## src/rtl/pic8259.sv

```systemverilog
// pic8259: 8259A-style interrupt controller at 0x20/0x21 with fixed priority and edge-latched IRQs.
// Optional auto-EOI support is enabled by defining PIC_AEOI_EN.
module pic8259 #(
  parameter logic [4:0] DEFAULT_BASE = 5'b00001
) (
  input  logic        iClk,
  input  logic        iRstN,
  input  logic [11:0] iAddr,
  input  logic [7:0]  iData,
  input  logic        iWr,
  input  logic        iRd,
  output logic [7:0]  oData,
  output logic        oSel,
  input  logic [7:0]  iIrq,
  output logic        oInt,
  input  logic        iInta,
  output logic [7:0]  oVector
);
  typedef enum logic [1:0] {READY, ICW2, ICW3, ICW4} state_t;
  state_t state, state_n;
  logic [7:0] irr, isr, imr, irq_prev, pending, edges, ack_bit, isr_eoi, irr_n, isr_n;
  logic [4:0] base;
  logic [2:0] lvl;
  logic rsel, sngl, ic4, aeoi, sel, wr, dwr, icw1, ocw2, ocw3, has_pend;

  assign sel      = iAddr[11:1] == 11'h010;
  assign wr       = iWr & sel;
  assign dwr      = wr & iAddr[0];
  assign icw1     = wr & ~iAddr[0] & iData[4];
  assign ocw2     = wr & ~iAddr[0] & ~iData[4] & ~iData[3];
  assign ocw3     = wr & ~iAddr[0] & ~iData[4] & iData[3];
  assign pending  = irr & ~imr;
  assign edges    = iIrq & ~irq_prev;
  assign has_pend = |pending;

  always_comb begin
    lvl = 3'd0;
    for (int i = 7; i >= 0; i--)
      if (pending[i]) lvl = 3'(i);
  end

  assign ack_bit = (iInta & has_pend) ? 8'b1 << lvl : 8'h00;
  // isr & (isr-1) drops the lowest set bit: the non-specific EOI target
  assign isr_eoi = (ocw2 && iData[7:5] == 3'b001) ? isr & (isr - 8'd1) :
                   (ocw2 && iData[7:5] == 3'b011) ? isr & ~(8'b1 << iData[2:0]) : isr;
  assign irr_n   = icw1 ? edges : (irr & ~ack_bit) | edges;
  assign isr_n   = icw1 ? 8'h00 : isr_eoi | (aeoi ? 8'h00 : ack_bit);
  // Mask of levels strictly above the highest in-service one (all ones when ISR is empty)
  assign oInt    = |(pending & ((isr & (~isr + 8'd1)) - 8'd1));

  always_comb begin
    state_n = icw1 ? ICW2 :
              !dwr ? state :
              state == ICW2 ? (!sngl ? ICW3 : ic4 ? ICW4 : READY) :
              state == ICW3 ? (ic4 ? ICW4 : READY) : READY;
  end

  always_ff @(posedge iClk or negedge iRstN) begin
    if (!iRstN) state <= READY;
    else        state <= state_n;
  end

  always_ff @(posedge iClk or negedge iRstN) begin
    if (!iRstN) begin
      irr      <= 8'h00;
      isr      <= 8'h00;
      imr      <= 8'hFF;
      base     <= DEFAULT_BASE;
      rsel     <= 1'b0;
      sngl     <= 1'b0;
      ic4      <= 1'b0;
      irq_prev <= 8'h00;
      oData    <= 8'h00;
      oSel     <= 1'b0;
      oVector  <= 8'h00;
    end else begin
      irq_prev <= iIrq;
      irr      <= irr_n;
      isr      <= isr_n;
      if (icw1) begin
        imr  <= 8'h00;
        rsel <= 1'b0;
        sngl <= iData[1];
        ic4  <= iData[0];
      end else begin
        if (dwr && state == READY) imr <= iData;
        if (ocw3 && iData[1]) rsel <= iData[0];
      end
      if (dwr && state == ICW2) base <= iData[7:3];
      oSel  <= iRd & sel;
      oData <= (iRd & sel) ? (iAddr[0] ? imr : rsel ? isr : irr) : 8'h00;
      if (iInta) oVector <= {base, has_pend ? lvl : 3'd7};
    end
  end

`ifdef PIC_AEOI_EN
  always_ff @(posedge iClk or negedge iRstN) begin
    if (!iRstN)                      aeoi <= 1'b0;
    else if (icw1)                   aeoi <= 1'b0;
    else if (dwr && state == ICW4)   aeoi <= iData[1];
  end
`else
  assign aeoi = 1'b0;
`endif
endmodule
```

## config.mk

```make
export PLATFORM = sky130hd
export DESIGN_NAME = pic8259
export DESIGN_NICKNAME = d
export VERILOG_FILES = /design/src/rtl/pic8259.sv
export SDC_FILE = /design/constraint.sdc
export NUM_CORES = 1
export LEC_CHECK = 0
export ABC_AREA = 1
export CORE_MARGIN = 10
export CORE_UTILIZATION = 35
export CTS_BUF_LIST = sky130_fd_sc_hd__clkbuf_16
export DETAILED_ROUTE_END_ITERATION = 8
export DONT_BUFFER_PORTS = 1
export PLACE_DENSITY_LB_ADDON = 0.3
export RECOVER_POWER = 50
export SETUP_SLACK_MARGIN = 0.5
export SLEW_MARGIN = 20
export SYNTH_ARGS = -nofsm -noshare
export SYNTH_HDL_FRONTEND = slang
export SYNTH_SLANG_ARGS = --single-unit
```

## constraint.sdc

```tcl
create_clock -name iClk -period 2 [get_ports iClk]
set_input_delay 0.4 -clock iClk [delete_from_list [all_inputs] [get_ports iClk]]
set_output_delay 0.4 -clock iClk [all_outputs]
set_load 0.01 [all_outputs]
```

* Yosys cells after proc, flatten, opt, wreduce, memory -nomap -nowiden
Index checks and enable logic that the tools add are counted.
** Cells by class
- $add $sub $neg :: 3
- Shift operators :: 2
- Eq/ne operators :: 5
- Bitwise logic cells :: 26
- Mux-type cells :: 27
- Reduce and logical (&&, ||, !) cells :: 11
** Operators by type and width (number)
- 8-bit two-way mux :: 10
- 8-bit bitwise AND :: 7
- 8-bit inverter :: 5
- 3-bit two-way mux :: 9
- 8-bit OR :: 2
- 8-bit OR reduction :: 2
- 1-bit by 3-bit left shift with 8-bit output (first input constant) :: 2
- 8-bit by 1-bit subtractor with 8-bit output (second input constant) :: 2
- 2-bit two-way mux :: 6
- 11-bit by 5-bit equality test with 1-bit output (second input constant) :: 1
- 1-bit bitwise AND :: 9
- 8-bit by 1-bit adder with 8-bit output (second input constant) :: 1
- 2-bit nonzero test :: 3
- 1-bit logical AND :: 5
- 3-bit by 1-bit equality test with 1-bit output (second input constant) :: 1
- 3-bit by 2-bit equality test with 1-bit output (second input constant) :: 1
- 1-bit inverter :: 3
- 2-bit by 1-bit equality test with 1-bit output (second input constant) :: 1
- 2-bit equality test (second input constant) :: 1
- 2-bit logical NOT :: 1
- 1-bit two-way mux :: 2
** Word-level totals
- Register bits after elaboration :: 59
- Output and inout port bits :: 18

* Logic depth before layout (Yosys ltp)
- Word-level depth :: 16
- Gate-level depth with buffers :: 11
- Depth with buffers taken out :: 11

* Least setup slack after synthesis
OpenSTA, ideal clock, no wires.
- Path type :: reg2out
- From :: register imr[6]
- To :: output oInt
- Data required time :: 1.600 ns
- Stages on the path, launching flop included :: 7
- Data arrival time :: 1.262 ns
- Slack :: 0.338 ns
- Path through :: dfstp_2 > inv_1 > nand2_1 > nand2_1 > nor2_1 > o31ai_1 > a31o_2
** Between the ends
- Word-level cells in the longest chain between the ends :: 4
** RTL lines
- start, declared :: RTL line 21 : logic [7:0] irr, isr, imr, irq_prev, pending, edges, ack_bit, isr_eoi, irr_n, isr_n;
- start signal, assigned :: RTL line 86 : if (dwr && state == READY) imr <= iData;
- 8-bit inverter :: RTL line 32 : assign pending = irr & ~imr;
- 8-bit bitwise AND :: RTL line 32
- 8-bit bitwise AND :: RTL line 49 : assign oInt = |(pending & ((isr & (~isr + 8'd1)) - 8'd1));
- 8-bit OR reduction :: RTL line 49
- end, declared :: RTL line 15 : output logic oInt,
No other way between the ends.

* Final worst setup path
- From :: register imr[5]
- To :: output oInt
Same word-level chain as after synthesis.

==> flow_summary_export.csv <==
group,metric,value,unit
cells_and_area,multi_input_area,1464,µm²
pwr,p_leak,1.812,nW
yosys,yosysWarnings,0,
clocking,cts_buffer_depth,2,
timing,slew-limit-headroom,0.6126,
timing,worst_hold_slack,-0.2309,ns
cells_and_area,synthToLayoutAreaGrowth,25.23,%
drt,drc,0,
global_route,grt_max_degree,60,
pwr,power_frac_clock,0.470,
timing,min_period_over_period,0.9743,
global_route,antenna_found_initial,0,
drt,drt_pass1_iterations,4,
yosys,yosysSeqAreaShare,0.4877,
placement,place.gp.congestion,0.9619,
drt,vias_per_cell,5.140,
global_route,grt_pass1_wl,12900,µm
critical_path,end_kind,"primary output",
drt,drt-total-wl,8155,µm
yosys,synth_area_per_cell,8.569,µm²
placement,dp_slack,0.3563,ns
placement,dp_hpwl,5840,µm
drt,wl_per_cell,16.54,µm
timing,fmax,0.5132,GHz
timing,fin_tns_setup,0,ns
yosys,synth_cell_types,37,
critical_path,reg2reg_setup_slack,0.29,ns
clocking,clockRootBuffer,"clkbuf_16",
yosys,yosysTopAreaCellShare,0.4102,
yosys,yosys-top-cells-area,"dfrtp_1 (41%), nand2_1 (8.7%), dfstp_2 (7.8%), inv_1 (6.2%), nand3_1 (4.1%)",
critical_path,required,1.60,ns
critical_path,cp.arrival,1.55,ns
clocking,cts-buffers-inserted,9,
critical_path,r2r-start,"imr[5]$_DFFE_PN1P_",
timing,fin_crit,1.949,ns
critical_path,critPathKind,"register to primary output",
clocking,clk_pin_slew,0.05,ns
global_route,gr-usage-all-layers,0.1262,
clocking,cts-htree-levels,3,
timing,rsz0062_at_grt,"yes",
cells_and_area,seqCellArea,1489,µm²
critical_path,crit_path_start_kind,"register",
yosys,synth-edff-count,0,
pwr,switching_power,0.8979,mW
yosys,synth_top_area_cell,"dfrtp_1",
die,rows,33,
critical_path,path_max_fanout,2,
timing,timing.final.ws_setup,0.05148,ns
timing,slew_viol_final,0,
pwr,pwr-share-seq,0.367,
critical_path,reg2reg_to,"irr[6]$_DFF_PN0_",
pwr,power.density,949.5,nW/µm²
placement,portBuffers,0,
yosys,synth_nets,389,
pwr,p_int,2.729,mW
cells_and_area,nets,416,
run_status,violations,"negative hold slack",
die,io_pins,51,
pwr,comb_power_share,0.163,
yosys,ys_async_sr_fraction,1.000,
die,core_area,8341,µm²
cells_and_area,num_antenna_cells,0,
yosys,synth_ff_type,"dfrtp_1",
yosys,syn-instance-count,356,
die,start_util,0.3657,
timing,skew,0.003598,ns
timing,tightestPinTransition,0.5780,ns
die,die_h,113.4,µm
yosys,synth_area,3050,µm²
clocking,insertion_delay,0.33,ns
placement,postPlaceCellArea,3181,µm²
job,max_cap_violations,0,
timing,setup_viol,0,
drt,vias,2534,
cells_and_area,nFillCells,805,
clocking,cts_tree,"yes",
critical_path,crit_start,"imr[5]$_DFFE_PN1P_",
yosys,synth-seq-cells,59,
die,die_w,113.4,µm
yosys,yosysMostFrequentCell,"nand2_1",
pwr,sw_frac_of_total,0.2476,
clocking,cts.sinks,59,
timing,final-hold-violation-count,59,
drt,drt_iter0_markers,147,
worst_hold_path,hp-class,"input port to asynchronous set/reset pin",
pwr,vdd_drop_max,0.0005673,V
die,dieArea,12850,µm²
cells_and_area,fin_util,0.4580,
global_route,grt_overflow,0,
yosys,synth_common_cells,"nand2_1 (71), dfrtp_1 (50), inv_1 (50), nor2_1 (26), nand3_1 (25)",
run_status,status,"finished with violations",
drt,ant_nets,0,
cells_and_area,drive_gt1_frac,0.3015,
cells_and_area,final_cell_area,3820,µm²
critical_path,worstRegToRegCells,13,
global_route,grt_pass1_vias,2439,
## worst max-delay path: stages (launching register included)
cell	delay [ns]
dfstp_2	0.54
inv_2	0.04
nand2_2	0.08
nand2_2	0.09
a21oi_2	0.14
o31ai_1	0.09
a31o_2	0.25
## layout by cell type, fill, tap and decap left out, types with 6 or more instances in the layout
cell,synthesis,layout
nand3_2,10,11
nor3_1,11,11
nand2_2,5,9
o21ai_0,9,8
o22ai_1,8,8
clkbuf_16,0,9
nor2_1,26,25
inv_1,50,44
dfrtp_1,50,49
dfstp_2,9,9
buf_6,1,6
a21oi_2,0,10
nand3_4,2,6
buf_4,2,14
nand2_1,71,63
nand3_1,25,20
a211oi_1,10,10
nand4_1,11,11
o21ai_1,8,9
inv_2,3,8
## cells by family after synthesis
kind of cell	after synthesis	synth area share
DFF	59	0.4877
AOI/OAI and AO/OA	58	0.1169
and+or+nand+nor	179	0.3126
buffers and inverters	60	0.08285
## power groups by stage
stage               clock, mW  sequential (mW)  combinational [mW]
CTS                      1.74             1.33               0.488
global route             1.79             1.34               0.651
finish                   1.70             1.33               0.593
floorplan                   0             1.33               0.286
global placement            0             1.35               0.332
detailed placement          0             1.35               0.336
## registers in the layout, indices dropped and copies added, names as in the netlist
signal	flops
oVector	8
irr	8
oData	8
base	5
state	2
oSel	1
ic4	1
isr	8
imr	8
irq_prev	8
rsel	1
sngl	1
## cell type report
type / instances / share of cell area
Tap cell: 105 / 0.03439
Sequential cell: 59 / 0.3898
Timing Repair Buffer: 21 / 0.04651
Clock buffer: 9 / 0.05896
Multi-Input combinational cell: 237 / 0.3832
Clock inverter: 7 / 0.02817
Inverter: 55 / 0.05896
## per-layer routing
layer  routed length [µm]  part of all wire  track usage  vias to the layer above
li1                     -                 -            -                     1239
met3                  666             0.082      0.04543                       14
met1                 3490              0.43       0.1543                     1194
met2                 3831              0.47       0.1947                       87
met4                  166             0.020      0.05584                        0
met5                    0                 0            0                        -
## metrics by stage
| stage | hold slack [ns] | total power, mW | instances |
|---|---|---|---|
| detailed placement | 0.1072 | 1.690 | 458 |
| CTS | -0.2433 | 3.560 | 487 |
| finish | -0.2309 | 3.627 | 493 |
| global route | -0.2447 | 3.777 | 493 |
| floorplan | 0.1044 | 1.618 | 356 |
| global placement | 0.1072 | 1.685 | 458 |
## worst max path at each step
| stage | endpoint | cells past startpoint |
|---|---|---|
| after floorplan | oInt | 6 |
| after global placement | oInt | 6 |
| after detailed placement | oInt | 6 |
| after CTS | oInt | 6 |
| after global routing | oInt | 6 |
| final | oInt | 6 |
## timing repair
action / in CTS / in global routing
endpoints found under the hold margin: 59 / 59
setup buffers: 13 / 6
setup endpoints to repair: 14 / 21
resized for setup: 23 / 22
pin swaps: 17 / 18
(Power assumes the default switching activity.)
